===== src/rtl/bnn_pkg.sv =====
// Shared types and constants for the BNN parameter loader.
// Neuron geometry sets the default serial chain length.
package bnn_pkg;

  localparam int BNN_INPUTS      = 8;
  localparam int BNN_BIAS_BITS   = 3;
  localparam int BNN_NEURON_BITS = BNN_INPUTS + BNN_BIAS_BITS;
  localparam int BNN_NEURONS     = 8;
  localparam int BNN_CHAIN_BITS  = BNN_NEURONS * BNN_NEURON_BITS;

  typedef enum logic [1:0] {
    ST_IDLE = 2'd0,
    ST_LOAD = 2'd1,
    ST_DONE = 2'd2
  } ld_state_e;

  // Left-align an n-bit partial byte, zero-padding its LSBs.
  function automatic logic [7:0] rb_pad(
    input logic [7:0] b,
    input logic [3:0] n
  );
    return b << (4'd8 - n);
  endfunction

endpackage


===== src/rtl/bnn_param_fifo.sv =====
// Byte FIFO with valid/ready on both sides, power-of-two depth.
// Simultaneous push and pop are both honoured.
module bnn_param_fifo #(
  parameter int DEPTH = 4
) (
  input  logic       clk,
  input  logic       reset,
  input  logic [7:0] in_data,
  input  logic       in_valid,
  output logic       in_ready,
  output logic [7:0] out_data,
  output logic       out_valid,
  input  logic       out_ready
);

  localparam int AW = $clog2(DEPTH);
  localparam logic [AW:0] FULL = DEPTH[AW:0];

  logic [7:0]  r_mem [DEPTH];
  logic [AW-1:0] r_wp;
  logic [AW-1:0] r_rp;
  logic [AW:0]   r_cnt;
  logic          w_push;
  logic          w_pop;

  assign in_ready  = (r_cnt != FULL) && !reset;
  assign out_valid = (r_cnt != '0);
  assign out_data  = r_mem[r_rp];
  assign w_push    = in_valid && in_ready;
  assign w_pop     = out_valid && out_ready;

  always_ff @(posedge clk) begin
    if (w_push) r_mem[r_wp] <= in_data;
  end

  always_ff @(posedge clk or posedge reset) begin
    if (reset) begin
      r_wp  <= '0;
      r_rp  <= '0;
      r_cnt <= '0;
    end else begin
      if (w_push) r_wp <= r_wp + 1'b1;
      if (w_pop)  r_rp <= r_rp + 1'b1;
      unique case ({w_push, w_pop})
        2'b10:   r_cnt <= r_cnt + 1'b1;
        2'b01:   r_cnt <= r_cnt - 1'b1;
        default: r_cnt <= r_cnt;
      endcase
    end
  end

endmodule


===== src/rtl/bnn_param_loader.sv =====
// Streams buffered parameter bytes MSB-first into a BNN neuron chain.
// Define BNN_PARAM_READBACK_EN to reassemble the displaced chain bits.
module bnn_param_loader
  import bnn_pkg::*;
#(
  parameter int CHAIN_BITS = BNN_CHAIN_BITS,
  parameter int FIFO_DEPTH = 4
) (
  input  logic       clk,
  input  logic       reset,
  input  logic [7:0] in_data,
  input  logic       in_valid,
  output logic       in_ready,
  input  logic       start,
  output logic       busy,
  output logic       done,
  output logic       setup,
  output logic       param_in,
  input  logic       param_tail,
  output logic [7:0] rb_data,
  output logic       rb_valid
);

  localparam int CW = $clog2(CHAIN_BITS + 1);
  localparam logic [CW-1:0] LAST    = CHAIN_BITS[CW-1:0];
  localparam logic [CW-1:0] LAST_M1 = LAST - 1'b1;

  ld_state_e     r_state;
  ld_state_e     w_next;
  logic [CW-1:0] r_cnt;
  logic [7:0]    r_sr;
  logic [3:0]    r_sr_n;
  logic          r_setup;
  logic          r_param_in;

  logic [7:0] w_fifo_data;
  logic       w_fifo_valid;
  logic       w_load;
  logic       w_more;
  logic       w_shift;
  logic       w_last;
  logic       w_refill;
  logic       w_fill;

  bnn_param_fifo #(
    .DEPTH (FIFO_DEPTH)
  ) u_fifo (
    .clk       (clk),
    .reset     (reset),
    .in_data   (in_data),
    .in_valid  (in_valid),
    .in_ready  (in_ready),
    .out_data  (w_fifo_data),
    .out_valid (w_fifo_valid),
    .out_ready (w_refill)
  );

  assign w_load  = (r_state == ST_LOAD);
  assign w_more  = (r_cnt != LAST);
  assign w_shift = w_load && w_more && (r_sr_n != 4'd0);
  assign w_last  = w_shift && (r_cnt == LAST_M1);

  // Refill on empty or on the final shift of a byte, but never past the last bit.
  assign w_refill = w_load && w_more && !w_last &&
                    ((r_sr_n == 4'd0) || (r_sr_n == 4'd1));
  assign w_fill   = w_refill && w_fifo_valid;

  always_ff @(posedge clk or posedge reset) begin
    if (reset) r_state <= ST_IDLE;
    else       r_state <= w_next;
  end

  always_comb begin
    w_next = r_state;
    unique case (r_state)
      ST_IDLE: if (start)   w_next = ST_LOAD;
      ST_LOAD: if (!w_more) w_next = ST_DONE;
      ST_DONE:              w_next = ST_IDLE;
      default:              w_next = ST_IDLE;
    endcase
  end

  always_comb begin
    busy     = (r_state != ST_IDLE);
    done     = (r_state == ST_DONE);
    setup    = r_setup;
    param_in = r_param_in;
  end

  always_ff @(posedge clk or posedge reset) begin
    if (reset) begin
      r_cnt      <= '0;
      r_sr       <= '0;
      r_sr_n     <= '0;
      r_setup    <= 1'b0;
      r_param_in <= 1'b0;
    end else begin
      r_setup <= w_shift;
      if (w_shift) r_param_in <= r_sr[7];

      if ((r_state == ST_IDLE) && start) r_cnt <= '0;
      else if (w_shift)                  r_cnt <= r_cnt + 1'b1;

      // Leftover bits of a partial final byte are dropped here.
      if (w_load && !w_more) begin
        r_sr   <= '0;
        r_sr_n <= '0;
      end else if (w_fill) begin
        r_sr   <= w_fifo_data;
        r_sr_n <= 4'd8;
      end else if (w_shift) begin
        r_sr   <= {r_sr[6:0], 1'b0};
        r_sr_n <= r_sr_n - 1'b1;
      end
    end
  end

`ifdef BNN_PARAM_READBACK_EN
  logic [6:0] r_rb_sr;
  logic [2:0] r_rb_n;
  logic [7:0] r_rb_data;
  logic       r_rb_valid;
  logic [7:0] w_rb_byte;
  logic       w_rb_full;
  logic       w_rb_fin;

  assign w_rb_byte = {r_rb_sr, param_tail};
  assign w_rb_full = (r_rb_n == 3'd7);
  assign w_rb_fin  = r_setup && w_load && !w_more;

  always_ff @(posedge clk or posedge reset) begin
    if (reset) begin
      r_rb_sr    <= '0;
      r_rb_n     <= '0;
      r_rb_data  <= '0;
      r_rb_valid <= 1'b0;
    end else begin
      r_rb_valid <= 1'b0;
      if ((r_state == ST_IDLE) && start) begin
        r_rb_n <= '0;
      end else if (r_setup) begin
        r_rb_sr <= w_rb_byte[6:0];
        r_rb_n  <= r_rb_n + 1'b1;
        if (w_rb_full || w_rb_fin) begin
          r_rb_valid <= 1'b1;
          r_rb_data  <= rb_pad(w_rb_byte, {1'b0, r_rb_n} + 4'd1);
          r_rb_n     <= '0;
        end
      end
    end
  end

  assign rb_data  = r_rb_data;
  assign rb_valid = r_rb_valid;
`else
  logic w_unused_tail;

  assign w_unused_tail = param_tail;
  assign rb_data       = 8'h00;
  assign rb_valid      = 1'b0;
`endif

endmodule


===== config.mk =====
export PLATFORM = sky130hd
export DESIGN_NAME = bnn_param_loader
export DESIGN_NICKNAME = d
export VERILOG_FILES = /design/src/rtl/bnn_pkg.sv /design/src/rtl/bnn_param_fifo.sv /design/src/rtl/bnn_param_loader.sv
export SDC_FILE = /design/constraint.sdc
export NUM_CORES = 1
export LEC_CHECK = 0
export CORE_UTILIZATION = 51
export DETAILED_ROUTE_END_ITERATION = 10
export PLACE_DENSITY = 0.82
export SKIP_LAST_GASP = 1
export SYNTH_ARGS = -nofsm -noshare
export SYNTH_HDL_FRONTEND = slang
export SYNTH_SLANG_ARGS = --single-unit

===== constraint.sdc =====
create_clock -name clk -period 2.5 [get_ports clk]
set_input_delay 0.25 -clock clk [delete_from_list [all_inputs] [get_ports clk]]
set_output_delay 0.25 -clock clk [all_outputs]
set_load 0.005 [all_outputs]

==> PnR_summary.wiki, run 1 <==
{| class="wikitable"
! Metric !! Value
|-
| Top-Level Pins || 27
|-
| Count of synthesis-stage warnings from yosys || 0
|-
| Count of cell instances traversed by the critical path || 13
|-
| Remaining antenna violation count || 0
|-
| Worst Skew || 5.80 ps
|-
| Final-layout fill cell count || 454
|-
| Unrepaired setup endpoints after global routing || true
|-
| Register area || 1710 um^2
|-
| Hold buffer count at cts || 0
|-
| Critical path startpoint category || flop
|-
| Reg-to-reg setup timing slack || 190 ps
|-
| Mean post-synth cell area || roughly 14 um^2
|-
| Multi-input combinational cell area || 1140 um^2
|-
| Die Height || 78.3 um
|-
| Largest vdd supply drop || 0.715 mV
|-
| Clock insertion delay at the later pin of the skew report || 340 ps
|-
| Antenna cell count || 0
|-
| Number of pins exceeding their max-slew limit in the final report || 0
|-
| Crit path max-delay family || adder cells
|-
| Last weighted congestion value of the routability-driven placer || roughly 0.79
|-
| Top fanout value on the critical path || 5
|-
| Largest net degree at the start of global routing || 31
|-
| CTS root buffer || sky130_fd_sc_hd__clkbuf_8
|-
| Relative slew slack || roughly 62%
|-
| Total power consumption of the routed design || 4.15 mW
|-
| Number of DRC violations after detailed routing || 0
|-
| Final setup fails || 0
|-
| Setup slack after placement || 100 ps
|-
| Destination of the worst register-to-register timing path || u_fifo.r_cnt[2]$_DFFE_PP0P_
|-
| Mapped cell area || 2970 um^2
|-
| Std-Cell Core Area || 5570 um^2
|-
| Critical-path top delay cell || sky130_fd_sc_hd__dfrtp_1
|-
| Post-synth top area cell || sky130_fd_sc_hd__edfxtp_1
|-
| Number of distinct library cell variants in the gate-level netlist after synthesis || 50
|-
| Horizontal die dimension || 78.3 um
|-
| Layout Nets || 271
|-
| Remaining global-route overflow || 0
|-
| EDFF count, synth || 32
|-
| Part of the Yosys area used for sequential elements || between 50% and 60%
|-
| Average vias per placed instance || about 5.4
|-
| DP Wirelength || between 3 and 4 mm
|-
| Wire length of the first global-routing pass || ~8.4 mm
|-
| Synth Register Bits || 62
|-
| Overall routed net length || 5.00 mm
|-
| Buffer depth of the longest clock path || 2
|-
| Part of the cycle the worst path needs || 92.5%
|-
| Clock Pin Slew Worst Setup and Hold Paths || 70 ps
|-
| R2r worst-path depth || 13
|-
| Worst setup path category || reg2reg
|-
| Capturing element of the worst setup path || u_fifo.r_cnt[2]$_DFFE_PP0P_
|-
| Violation count after the first detailed-route iteration || 96
|-
| Hold WC Path Type || in2async
|-
| Worst Tran Pin Value || 564 ps
|-
| Synth Flop Type || sky130_fd_sc_hd__edfxtp_1
|-
| Synth async-reset ratio || 48.4%
|-
| Area added between synthesis and finish || 17.2%
|-
| Setup crit end kind || flop
|-
| CP Buf/Inv Count || 4
|-
| Count of endpoints failing hold in the final timing report || 0
|-
| Largest incremental delay on the critical path || about 440 ps
|-
| Max capacitance violation total || 0
|-
| Die outline area || 6130 um^2
|-
| Top cells by area in the synthesized netlist || sky130_fd_sc_hd__edfxtp_1 32%, sky130_fd_sc_hd__dfrtp_1 25%, sky130_fd_sc_hd__mux4_2 6.1%
|-
| Final core area utilization || between 60 and 70%
|-
| LEAKAGE || 1.36 nW
|-
| Via count || 1752
|-
| Ratio of cells with drive above 1 in the final layout || 23.0%
|-
| Wire per inst || 15.4 um
|-
| Antenna violations before repair || 0
|-
| Min setup slack post-route || 187 ps
|-
| H-Tree Level Count || 3
|-
| Overall global routing resource usage || 18.4%
|-
| CTS Buf Count || 9
|-
| Number of clock sinks || 62
|-
| CP startpoint || r_sr_n[0]$_DFFE_PP0P_
|-
| Number of global-route vias before repair || about 1800
|-
| Max Fclk || between 400 and 500 MHz
|-
| Arrival time reported for the critical path endpoint || 2580 ps
|-
| Fraction of post-synthesis cell area in the top cell type by area || 32.4%
|-
| Effective utilization at floorplan || 53.2%
|-
| Final critical delay including setup and external delays || 2310 ps
|-
| Result of the run || completed
|-
| Critical path, cell by cell || inv_2 > ha_4 > nor2_1 > nor4_2 > buf_4 > nand3_4 > inv_4 > ha_4 > inv_1 > fa_2 > xor2_1 > nor2_1 > xor2_1
|-
| Worst EP required || 2760 ps
|-
| Post-synthesis instance total || about 210
|-
| Top post-synthesis cells by count || 32 x sky130_fd_sc_hd__edfxtp_1, 30 x sky130_fd_sc_hd__dfrtp_1, 14 x sky130_fd_sc_hd__inv_1, 14 x sky130_fd_sc_hd__nand2_1, 11 x sky130_fd_sc_hd__mux2i_1
|-
| Number of buffers inserted by port buffering || 16
|-
| Most numerous cell in the Yosys netlist || sky130_fd_sc_hd__edfxtp_1
|-
| Number of rows in the core area || 27
|-
| Cell area power density || 1190 nW/um^2
|-
| FF-to-FF Start || r_sr_n[0]$_DFFE_PP0P_
|-
| TritonCTS clock tree || yes
|-
| First-pass iteration count of the detailed router || 4
|}
[cell families (layout without fill, tap and decap cells)]
group,Yosys count,count (layout),synth area share [%]
buffers and inverters,31,62,5.82
adders and majority gates,11,11,4.89
DFF,62,62,57.7
AOI/OAI and AO/OA,25,25,6.24
other,1,9,0.126
muxes,20,20,10.2
xor gates and xnor gates,7,7,2.07
and+or+nand+nor,56,56,13.0
[through the flow]
| stage | cells | hold slack (ps) | TNS [ps] | instance area (um^2) |
|---|---|---|---|---|
| after floorplan | 221 | 341 | 0 | 3000 |
| after global placement | 302 | 452 | 0 | 3200 |
| after detailed placement | 302 | 482 | 0 | 3200 |
| after CTS | 318 | 322 | 0 | 3410 |
| after global routing | 324 | 356 | -26.4 | 3480 |
| final | 324 | 318 | 0 | 3480 |
[where the power goes]
group	total (mW)	switching, mW	internal, mW
Combinational	1.59	0.772	0.815
Sequential	1.65	0.274	1.38
Clock	0.908	0.435	0.473
[placed cells by master, fill, tap and decap left out, types with 2 or more instances in the layout]
| master | synthesis | routed |
|---|---|---|
| sky130_fd_sc_hd__xnor2_1 | 5 | 5 |
| sky130_fd_sc_hd__buf_4 | 9 | 14 |
| sky130_fd_sc_hd__dfrtp_1 | 30 | 30 |
| sky130_fd_sc_hd__clkdlybuf4s50_1 | 0 | 16 |
| sky130_fd_sc_hd__inv_1 | 14 | 12 |
| sky130_fd_sc_hd__mux4_2 | 8 | 8 |
| sky130_fd_sc_hd__and2_1 | 2 | 2 |
| sky130_fd_sc_hd__xor2_1 | 2 | 2 |
| sky130_fd_sc_hd__conb_1 | 1 | 9 |
| sky130_fd_sc_hd__and3_1 | 4 | 4 |
| sky130_fd_sc_hd__nand3_1 | 2 | 2 |
| sky130_fd_sc_hd__a21oi_1 | 6 | 6 |
| sky130_fd_sc_hd__ha_1 | 10 | 8 |
| sky130_fd_sc_hd__nor2_1 | 3 | 3 |
| sky130_fd_sc_hd__a211oi_1 | 7 | 7 |
| sky130_fd_sc_hd__inv_4 | 2 | 2 |
| sky130_fd_sc_hd__nand2_1 | 14 | 14 |
| sky130_fd_sc_hd__edfxtp_1 | 32 | 32 |
| sky130_fd_sc_hd__or3_1 | 3 | 3 |
| sky130_fd_sc_hd__clkbuf_8 | 0 | 9 |
| sky130_fd_sc_hd__nand4_1 | 3 | 3 |
| sky130_fd_sc_hd__nor4_1 | 8 | 8 |
| sky130_fd_sc_hd__mux2i_1 | 11 | 11 |
| sky130_fd_sc_hd__or4_1 | 2 | 2 |
| sky130_fd_sc_hd__nor3_1 | 2 | 2 |
| sky130_fd_sc_hd__inv_2 | 0 | 2 |
| sky130_fd_sc_hd__clkinvlp_4 | 0 | 2 |
| sky130_fd_sc_hd__nor3b_2 | 2 | 2 |
| sky130_fd_sc_hd__ha_4 | 0 | 2 |
| sky130_fd_sc_hd__a31oi_1 | 2 | 2 |
| sky130_fd_sc_hd__o21ai_0 | 2 | 2 |
| sky130_fd_sc_hd__clkinv_4 | 0 | 2 |
[worst min path at each step]
stage	startpoint	endpoint	slack, ps	cells after the start
2_1_floorplan	reset	param_in$_DFFE_PP0P_	340	1
3_3_place_gp	r_sr[7]$_DFFE_PP0P_	param_in$_DFFE_PP0P_	450	2
3_5_place_dp	r_sr[7]$_DFFE_PP0P_	param_in$_DFFE_PP0P_	480	2
4_1_cts	reset	u_fifo.r_wp[1]$_DFFE_PP0P_	320	3
5_1_grt	reset	r_sr[0]$_DFFE_PP0P_	360	3
6_report	reset	u_fifo.r_wp[1]$_DFFE_PP0P_	320	3
[metal layers]
layer | global-route usage [%] | vias up | share of wire [%]
met5 | 0 | - | 0
met4 | 6.11 | 0 | 1.6
met3 | 6.40 | 8 | 3.2
met2 | 29.5 | 33 | 50
met1 | 23.3 | 870 | 45
li1 | - | 841 | -
[area by class of cell]
cell class	count	area share, %
flip-flops and latches	62	49.2
multi-input cells	128	32.8
repair buffers	30	7.62
clock buffers	9	3.56
well taps	72	2.59
clock inverters	7	2.37
inverters	16	1.87
[state kept, by name (all words and copies together), names as in the netlist]
signal	count
u_fifo.r_mem	32
r_sr	8
u_fifo.r_wp	2
setup	1
u_fifo.r_rp	2
param_in	1
r_cnt	7
r_state	2
u_fifo.r_cnt	3
r_sr_n	4
[worst min-delay path, delay by kind of cell]
family | cells | cell delay (ps)
buf+inv | 3 | 830
[what timing repair did]
action	in CTS	in global routing
endpoints found under the setup margin	0	2
endpoints found under the hold margin	0	0
resized for setup	0	7
buffers inserted	0	6
Note: power is estimated with default switching activity, not from simulation.
==> run 2: changes to the inputs <==
Settings changed: CAP_MARGIN from default to 20, HOLD_SLACK_MARGIN from default to 0.05.
==> results of run 2 <==
Final layout, timing and power as in run 1 (identical DEF).
